$ cat config.mk
export PLATFORM = sky130hd
export DESIGN_NAME = dense1_layer_sequencer
export DESIGN_NICKNAME = d
export VERILOG_FILES = /design/src/rtl/dense_seq_pkg.sv /design/src/rtl/seq_skid_fifo.sv /design/src/rtl/dense1_layer_sequencer.sv
export SDC_FILE = /design/constraint.sdc
export NUM_CORES = 1
export LEC_CHECK = 0
export CORE_ASPECT_RATIO = 1.2
export CORE_MARGIN = 1.5
export CORE_UTILIZATION = 40
export CTS_CLUSTER_SIZE = 12
export DETAILED_ROUTE_END_ITERATION = 8
export HOLD_SLACK_MARGIN = 0.06
export PLACE_DENSITY_LB_ADDON = 0.3
export SLEW_MARGIN = 10
export SYNTH_ARGS = -nofsm -noshare
export SYNTH_HDL_FRONTEND = slang
export SYNTH_HIERARCHICAL = 1
export SYNTH_SLANG_ARGS = --single-unit
$ cat constraint.sdc
create_clock -name clk -period 5.45 [get_ports clk]
set_clock_uncertainty 0.05 [all_clocks]
set_input_delay 0.545 -clock clk [delete_from_list [all_inputs] [get_ports clk]]
set_output_delay 0.545 -clock clk [all_outputs]
set_load 0.01 [all_outputs]
$ cat src/rtl/dense_seq_pkg.sv
// Shared types and sizes for the dense-1 layer sequencer.
// Element bundle carried through the output skid FIFO.
package dense_seq_pkg;

  localparam int N_OUT = 128;
  localparam int AW    = 7;
  localparam int DW    = 4;

  typedef enum logic [1:0] {
    S_IDLE,
    S_START,
    S_WAIT,
    S_DRAIN
  } seq_state_t;

  typedef struct packed {
    logic signed [DW-1:0] data;
    logic [AW-1:0]        idx;
  } seq_elem_t;

endpackage

$ cat src/rtl/seq_skid_fifo.sv
// Small synchronous FIFO with occupancy count.
// Push on a full FIFO is accepted only when a pop happens in the same cycle.
module seq_skid_fifo #(
  parameter int DEPTH = 4,
  parameter int W     = 8,
  parameter int CW    = $clog2(DEPTH + 1)
) (
  input  logic          clk,
  input  logic          resetn,
  input  logic          push,
  input  logic [W-1:0]  wdata,
  input  logic          pop,
  output logic [W-1:0]  rdata,
  output logic          empty,
  output logic [CW-1:0] count
);

  localparam int PW = (DEPTH > 2) ? $clog2(DEPTH) : 1;

  logic [W-1:0]  mem [DEPTH];
  logic [PW-1:0] wptr;
  logic [PW-1:0] rptr;
  logic          full;
  logic          do_push;
  logic          do_pop;

  function automatic logic [PW-1:0] bump(input logic [PW-1:0] p);
    return (p == PW'(DEPTH - 1)) ? '0 : p + PW'(1);
  endfunction

  assign empty   = (count == '0);
  assign full    = (count == CW'(DEPTH));
  assign do_pop  = pop && !empty;
  assign do_push = push && (!full || do_pop);
  assign rdata   = mem[rptr];

  always_ff @(posedge clk or negedge resetn) begin
    if (!resetn) begin
      wptr  <= '0;
      rptr  <= '0;
      count <= '0;
      for (int i = 0; i < DEPTH; i++) begin
        mem[i] <= '0;
      end
    end else begin
      if (do_push) begin
        mem[wptr] <= wdata;
        wptr      <= bump(wptr);
      end
      if (do_pop) begin
        rptr <= bump(rptr);
      end
      unique case ({do_push, do_pop})
        2'b10:   count <= count + CW'(1);
        2'b01:   count <= count - CW'(1);
        default: ;
      endcase
    end
  end

endmodule

$ cat src/rtl/dense1_layer_sequencer.sv
// Runs one pass of the 2048->128 dense engine and drains its
// outputs into a valid/ready stream for the next classifier stage.
module dense1_layer_sequencer
  import dense_seq_pkg::*;
#(
  parameter int RD_LAT     = 1,
  parameter int TIMEOUT    = 2**20,
  parameter int FIFO_DEPTH = 4
) (
  input  logic          clk,
  input  logic          resetn,
  input  logic          req_valid,
  output logic          req_ready,
  output logic          dl_start,
  input  logic          dl_done,
  output logic [AW-1:0] dl_read_addr,
  input  logic [DW-1:0] dl_read_data,
  output logic          out_valid,
  input  logic          out_ready,
  output logic [DW-1:0] out_data,
  output logic [AW-1:0] out_idx,
  output logic          out_last,
  output logic          busy,
  output logic          timeout_err
);

  localparam int TW = $clog2(TIMEOUT);
  localparam int CW = $clog2(FIFO_DEPTH + 1);
  localparam int IW = AW + 1;
  localparam int EW = $bits(seq_elem_t);

  seq_state_t    state;
  seq_state_t    state_nx;
  logic [TW-1:0] tcnt;
  logic [IW-1:0] issued;
  logic [RD_LAT-1:0] pipe_vld;
  logic [AW-1:0] pipe_idx [RD_LAT];
  logic [CW-1:0] fifo_cnt;
  logic [CW:0]   inflight;
  logic          fifo_empty;
  logic          credit_ok;
  logic          issue;
  logic          push;
  logic          pop;
  logic          accept;
  logic          tmo;
  seq_elem_t     wr_elem;
  seq_elem_t     head;

  always_comb begin
    state_nx = state;
    accept   = 1'b0;
    tmo      = 1'b0;
    unique case (state)
      S_IDLE: begin
        if (req_valid) begin
          state_nx = S_START;
          accept   = 1'b1;
        end
      end
      S_START: state_nx = S_WAIT;
      S_WAIT: begin
        if (dl_done) begin
          state_nx = S_DRAIN;
        end else if (tcnt == TW'(TIMEOUT - 1)) begin
          state_nx = S_IDLE;
          tmo      = 1'b1;
        end
      end
      S_DRAIN: begin
        if (pop && head.idx == AW'(N_OUT - 1)) begin
          state_nx = S_IDLE;
        end
      end
      default: state_nx = S_IDLE;
    endcase
  end

  always_ff @(posedge clk or negedge resetn) begin
    if (!resetn) begin
      state <= S_IDLE;
    end else begin
      state <= state_nx;
    end
  end

  assign req_ready = (state == S_IDLE);
  assign busy      = (state != S_IDLE);
  assign dl_start  = (state == S_START);

  always_ff @(posedge clk or negedge resetn) begin
    if (!resetn) begin
      tcnt        <= '0;
      timeout_err <= 1'b0;
    end else begin
      if (state != S_WAIT) begin
        tcnt <= '0;
      end else if (tcnt != '1) begin
        tcnt <= tcnt + TW'(1);
      end
      if (accept) begin
        timeout_err <= 1'b0;
      end else if (tmo) begin
        timeout_err <= 1'b1;
      end
    end
  end

  // Reads still in the engine pipe count against FIFO space.
  always_comb begin
    inflight = '0;
    for (int i = 0; i < RD_LAT; i++) begin
      inflight = inflight + (CW+1)'(pipe_vld[i]);
    end
  end

  assign credit_ok = ({1'b0, fifo_cnt} + inflight) < (CW+1)'(FIFO_DEPTH);
  assign issue     = (state == S_DRAIN) && (issued < IW'(N_OUT)) && credit_ok;

  always_ff @(posedge clk or negedge resetn) begin
    if (!resetn) begin
      issued       <= '0;
      dl_read_addr <= '0;
    end else if (state == S_START) begin
      issued       <= '0;
      dl_read_addr <= '0;
    end else if (issue) begin
      issued <= issued + IW'(1);
      if (issued != IW'(N_OUT - 1)) begin
        dl_read_addr <= dl_read_addr + AW'(1);
      end
    end
  end

  always_ff @(posedge clk or negedge resetn) begin
    if (!resetn) begin
      pipe_vld <= '0;
      for (int i = 0; i < RD_LAT; i++) begin
        pipe_idx[i] <= '0;
      end
    end else begin
      pipe_vld[0] <= issue;
      pipe_idx[0] <= dl_read_addr;
      for (int i = 1; i < RD_LAT; i++) begin
        pipe_vld[i] <= pipe_vld[i-1];
        pipe_idx[i] <= pipe_idx[i-1];
      end
    end
  end

  assign push = pipe_vld[RD_LAT-1];
  assign pop  = out_valid && out_ready;

  always_comb begin
    wr_elem = '{data: dl_read_data, idx: pipe_idx[RD_LAT-1]};
  end

  seq_skid_fifo #(
    .DEPTH (FIFO_DEPTH),
    .W     (EW),
    .CW    (CW)
  ) u_fifo (
    .clk    (clk),
    .resetn (resetn),
    .push   (push),
    .wdata  (wr_elem),
    .pop    (pop),
    .rdata  (head),
    .empty  (fifo_empty),
    .count  (fifo_cnt)
  );

  assign out_valid = !fifo_empty;
  assign out_data  = head.data;
  assign out_idx   = head.idx;
  assign out_last  = out_valid && (head.idx == AW'(N_OUT - 1));

endmodule

==> results of run 1 <==
-- sequential cells by signal (all words and copies together), names as in the netlist --
register and flops:
u_fifo/wptr 2, u_fifo/rptr 2, tcnt 20, u_fifo/count 3
state 2, u_fifo/mem 44, pipe_idx 7, pipe_vld 1
issued 8, dl_read_addr 7, timeout_err 1
-- cell usage after synthesis (5+ instances only) --
library cell | instances | area [um^2]
or3_1 | 5 | 31.3
nor3_1 | 5 | 25.0
nand2b_1 | 6 | 37.5
xor2_1 | 5 | 43.8
a21oi_1 | 17 | 85.1
and3_1 | 7 | 43.8
mux4_2 | 11 | 248
dfrtp_1 | 97 | 2430
inv_1 | 14 | 52.6
o31ai_1 | 5 | 37.5
nand3_1 | 14 | 70.1
o21ai_0 | 7 | 35.0
o21ai_1 | 7 | 35.0
nand4_1 | 9 | 56.3
mux2i_1 | 7 | 70.1
ha_1 | 9 | 113
buf_6 | 6 | 67.6
nor2_1 | 18 | 67.6
nand2_1 | 28 | 105
buf_4 | 5 | 37.5
mux2_2 | 48 | 541
-- power by group through the flow --
stage,registers (mW),clock network (mW),logic (mW)
global route,1.23,0.641,1.08
floorplan,1.12,0,0.728
CTS,1.20,0.604,0.998
detailed placement,1.21,0,0.995
global placement,1.20,0,0.964
finish,1.19,0.591,0.984
-- worst min-delay path by stage --
stage                                              to                         from  slack, ns  depth (start not counted)
after floorplan           dl_read_addr[0]$_DFFE_PN0P_                       resetn       0.20                          0
after global placement          pipe_idx[6]$_DFF_PN0_  dl_read_addr[6]$_DFFE_PN0P_       0.37                          0
after detailed placement        pipe_idx[6]$_DFF_PN0_  dl_read_addr[6]$_DFFE_PN0P_       0.38                          0
after CTS                  u_fifo/mem[43]$_DFFE_PN0P_                       resetn       0.07                          1
after global routing       u_fifo/mem[43]$_DFFE_PN0P_                       resetn       0.08                          1
final                      u_fifo/mem[41]$_DFFE_PN0P_                       resetn       0.05                          1
-- per-layer routing --
layer | vias to the layer above | global-route usage | routed length (um)
li1 | 1493 | - | -
met1 | 1586 | 0.213 | 4340
met2 | 47 | 0.260 | 4530
met3 | 10 | 0.0251 | 249
met4 | 0 | 0.0616 | 149
met5 | - | 0 | 0
-- stage by stage --
step	setup slack [ns]	power (mW)	util	hold WS (ns)	instances
final	2.30	2.77	0.469	0.0531	581
after global routing	2.08	2.96	0.469	0.0796	581
after CTS	2.22	2.80	0.469	0.0691	581
after detailed placement	2.52	2.21	0.446	0.376	565
after global placement	2.56	2.17	0.446	0.369	565
after floorplan	2.99	1.85	-	0.199	392
-- cell families (layout without fill, tap and decap cells) --
family / after synthesis / in the layout / synth area share
AOI/OAI and AO/OA: 58 / 58 / 0.0797
xor gates and xnor gates: 8 / 8 / 0.0147
adders and majority gates: 10 / 10 / 0.0279
buffers and inverters: 34 / 66 / 0.0408
DFF: 97 / 97 / 0.511
muxes: 66 / 66 / 0.181
and+or+nand+nor: 119 / 119 / 0.146
-- cell type report --
type / instances / area [um^2] / share of cell area
clock buffer: 13 / 250 / 0.0461
clock inverter: 3 / 25.0 / 0.00461
inverter: 15 / 56.3 / 0.0104
multi-input combinational: 261 / 2130 / 0.393
sequential: 97 / 2430 / 0.447
tap: 157 / 196 / 0.0362
timing repair buffer: 35 / 340 / 0.0627
-- worst max-delay path: cells and delay by family (launching register included) --
family,cells,cell delay [ns]
AND/OR/NAND/NOR,2,0.23
buffers and inverters,1,0.50
multiplexers,1,0.62
flip-flops,1,0.87
==> results.toml, run 1 <==
[worst_hold_path]
hp-class = "in -> async"

[final_layout]
postLayoutCellArea_mm2 = 0.00543
nFillCells = 1045
finish.net_count = 438
area_delta_synth_final_pct = 14.2
antennaDiodeCount = 0
layout_common_cells = "dfrtp_1 (97), mux2_2 (48), clkdlybuf4s50_1 (31)"
drive_above_1_share = 0.205
final_common_cell = "dfrtp_1"

[status]
outcome = "finished clean"

[sta]
period_minus_slack_ns = 3.15
setup_tns_ns = 0
relSlewSlack = 0.280
final.period_utilization = 0.579
tightest_slew_ns = 1.08
setup_viol = 0
max_freq_mhz = 317
rsz0062_at_grt = "no"
hold_viol = 0
slew_viol_final = 0

[placed_design]
io_buffers = 32
place.gp.congestion = 0.845
place_hpwl_um = 6190
dpl_cell_area_mm2 = 0.00515

[yosys]
syn-instance-count = 392
synth_nets = 411
synth_edf_count = 0
ys_seq_elements = 97
async_flop_share = 1.00
ys_seq_area_frac = 0.511
synth_area_mm2 = 0.00475
postSynthAreaPerCell_um2 = 12.1
yosys_most_used_dff = "dfrtp_1"
yosysUniqueCellTypes = 58
yosysWarnings = 6

[global_routing]
gr-total-overflow = 0
grt_pass1_wl_um = 15400
grtUsageTotal = 0.159
grt_pass1_vias = 3100
antenna_found_initial = 0
grt_start_max_net_pins = 73

[setup_path]
r2r_end = "u_fifo/count[2]$_DFFE_PN0P_"
path_class = "reg -> out"
reg2reg_from = "u_fifo/count[0]$_DFFE_PN0P_"
slowest_delay_ns = 0.87
crit_required_ns = 4.86
ff2ff_setup_slack_ns = 2.54
slowest_stage = "dfrtp_1"
path_max_fanout = 14
crit_start = "u_fifo/rptr[0]$_DFFE_PN0P_"
ff2ff_path_depth = 10
crit_path_end_kind = "output port"
worstPathCellList = "mux4_2 > nand4_1 > nor3_1 > clkdlybuf4s50_1"
crit_path_end = "out_last"
crit_path_start_kind = "flip-flop"
cp_data_arrival_time_ns = 2.56

[clocking]
post_cts_resized = 0
cts_buffer_depth = 2
cts_hold_buf = 0
worstSkewPairLatency_ns = 0.34
clkSlewWorstSetupHoldPaths_ns = 0.07
cts_root_buffer = "clkbuf_16"
post_cts_buffers = 0
cts.sinks = 97
cts_tree = "done"
numCtsBuffers = 9
h-tree-depth = 3

[job]
drv_cap = 0

[floorplanning]
pin_count = 33
floorplan.rows = 43
initial_core_util = 0.411
dieArea_mm2 = 0.0126
core_mm2 = 0.0116
fp.dieW_um = 103
die-height_um = 122

[detailed_routing]
ant_nets = 0
wl_um = 9270
wl_per_cell_um = 16.0
vias_per_cell = 5.40
vias = 3136
drt_iter0_markers = 112
drc_errors = 0
dr.pass1.iters = 4

[power_and_ir_drop]
switchingPower_mw = 0.882
vdd_drop_max_uv = 210
power_density_mw_per_mm2 = 510
leakage_nw = 2.24
clock_power_share = 0.213
power.internal_mw = 1.89
switching_share = 0.319
p_comb_frac = 0.356
p_seq_frac = 0.431
(Power assumes the default switching activity.)
==> inputs of run 2 (changes only) <==
Clock period 5.45 ns to 2.7 ns, I/O delays scaled along.
==> run 2 against run 1 <==
Against the previous run: utilization is 1.2 points higher; global-route usage is 0.13 points lower; hold slack better by 0.32 ns; setup slack worse by 2.1 ns; sequential cell count stayed put; die area stayed put; count of clock-buffer cells in the layout is 3 lower; register-to-register slack worse by 2.3 ns; sequential share of layout area is 1.1 points lower; clock power is 140% higher; critical path type unchanged; largest power group unchanged.
==> results.toml, run 2 (synthesis results as in run 1) <==
[setup_path]
r2r_end = "u_fifo/count[2]$_DFFE_PN0P_"
crit_path_end_kind = "output port"
crit_buf_inv = 1
slowest_stage = "clkdlybuf4s50_1"
crit_family = "buffers and inverters"
crit_path_start_kind = "flip-flop"
slowest_delay_ns = 0.57
path_max_fanout = 12
path_class = "reg -> out"
crit_required_ns = 2.38
crit_cells = 4
worstPathCellList = "mux4_2 > nand4_1 > nor3_1 > clkdlybuf4s50_1"
ff2ff_path_depth = 10
cp_data_arrival_time_ns = 2.19
ff2ff_setup_slack_ns = 0.23
reg2reg_from = "u_fifo/count[0]$_DFFE_PN0P_"

[final_layout]
reg.largest.list = "u_fifo/mem: 44 flops, tcnt: 20 flops, issued: 8 flops"
drive_above_1_share = 0.229
final_common_cell = "dfrtp_1"
finalCoreUtilization = 0.481
finish.net_count = 446
layout_common_cells = "dfrtp_1 (95), mux2_2 (48), clkdlybuf4s50_1 (31)"
antennaDiodeCount = 0
largest_reg_flops = 44
area_delta_synth_final_pct = 17.1
largest_register = "u_fifo/mem"

[detailed_routing]
drt_iter0_markers = 98
wl_per_cell_um = 15.5
ant_nets = 0
vias_per_cell = 5.34
vias = 3148
dr.pass1.iters = 4
wl_um = 9140
drc_errors = 0

[clocking]
cts_tree = "done"
cts_buffer_depth = 2
post_cts_buffers = 0
clkSlewWorstSetupHoldPaths_ns = 0.07
cts.sinks = 97
cts_root_buffer = "clkbuf_16"
worstSkewPairLatency_ns = 0.34
numCtsBuffers = 9
h-tree-depth = 3

[global_routing]
grtUsageMet2 = 0.263
grt_pass1_vias = 3169
grtUsageTotal = 0.158
grt_pass1_wl_um = 15400
grt_use_met1 = 0.207
grt_start_max_net_pins = 51
busiest_layer = "met2"
antenna_found_initial = 0
use_met3 = 0.0302
gr-total-overflow = 0

[sta]
final.period_utilization = 0.930
setup_viol = 0
period_minus_slack_ns = 2.51
slew_viol_final = 0
relSlewSlack = 0.499
tightest_slew_ns = 0.752
hold_viol = 0
rsz0062_at_grt = "no"
max_freq_mhz = 398
setup_tns_ns = 0

[placed_design]
place.gp.congestion = 0.798
place_hpwl_um = 6360
io_buffers = 32

[floorplanning]
floorplan.rows = 43
initial_core_util = 0.411
fp.dieW_um = 103
dieArea_mm2 = 0.0126
core_mm2 = 0.0116
pin_count = 33
die-height_um = 122

[job]
drv_cap = 0

[power_and_ir_drop]
leakage_nw = 2.32
vdd_drop_max_uv = 375
power_density_mw_per_mm2 = 1050

[worst_hold_path]
whs_path_depth = 0
whs_endpoint = "pipe_idx[6]$_DFF_PN0_"
holdCritStartpoint = "dl_read_addr[6]$_DFFE_PN0P_"
hp-class = "reg -> reg"

[status]
outcome = "finished clean"
==> run 2: changes by cell type in the layout (fill, tap and decap cells not counted), moves of 2 or more <==
cell,previous run,this run
dfrtp_1,97,95
inv_8,0,2
clkbuf_1,3,0
buf_4,4,10
bufinv_16,0,2
dfrtp_2,0,2
==> run 2: final cells by class <==
cell class,instances,area (um^2)
multi-input combinational,261,2130
fill,1050,6000
inverter,15,56.3
tap,157,196
timing repair buffer,43,415
clock inverter,6,98.8
sequential,97,2430
clock buffer,10,239
==> run 2: what timing repair did <==
action,CTS,global route
endpoints found under the setup margin,1,1
gates resized for setup,1,1
hold endpoints to repair,47,0
hold buffers,1,0
==> run 2: power by group <==
group	switching (mW)	internal [mW]	leakage, nW
Sequential	0.452	1.96	1.23
Clock	0.566	0.852	0.163
Combinational	0.803	1.23	0.928
==> run 2: worst max-delay path by stage <==
| stage | start | end |
|---|---|---|
| after detailed placement | out_ready | u_fifo/count[2]$_DFFE_PN0P_ |
| after global routing | u_fifo/rptr[0]$_DFFE_PN0P_ | out_last |
| after global placement | out_ready | u_fifo/count[2]$_DFFE_PN0P_ |
| after floorplan | u_fifo/count[0]$_DFFE_PN0P_ | u_fifo/count[2]$_DFFE_PN0P_ |
| final | u_fifo/rptr[0]$_DFFE_PN0P_ | out_last |
| after CTS | u_fifo/rptr[1]$_DFFE_PN0P_ | out_last |
==> run 2: layer usage <==
metal | up-vias | share of wire
met3 | 9 | 0.026
met2 | 44 | 0.51
met1 | 1590 | 0.45
met4 | 0 | 0.013
li1 | 1505 | -
met5 | - | 0
==> run 2: worst register-to-register path, cell delays in order, from the launching register on <==
cell      delay (ns)
dfrtp_1         0.46
nor3_1          0.26
nor2b_1         0.14
nor4b_4         0.24
nand2b_1        0.20
ha_1            0.20
inv_1           0.06
fa_1            0.37
xor2_1          0.15
nor2_1          0.11
xor2_1          0.15
==> run 2: metrics by stage <==
step | setup WS (ns) | instance area (um^2) | power, mW | hold WS (ns) | instances
floorplan | 0.237 | 4750 | 3.73 | -0.0756 | 392
global placement | 0.215 | 5220 | 4.40 | 0.277 | 572
detailed placement | 0.203 | 5220 | 4.50 | 0.276 | 572
CTS | 0.0655 | 5570 | 5.94 | 0.370 | 589
global route | 0.00465 | 5570 | 6.23 | 0.405 | 589
finish | 0.189 | 5570 | 5.86 | 0.374 | 589
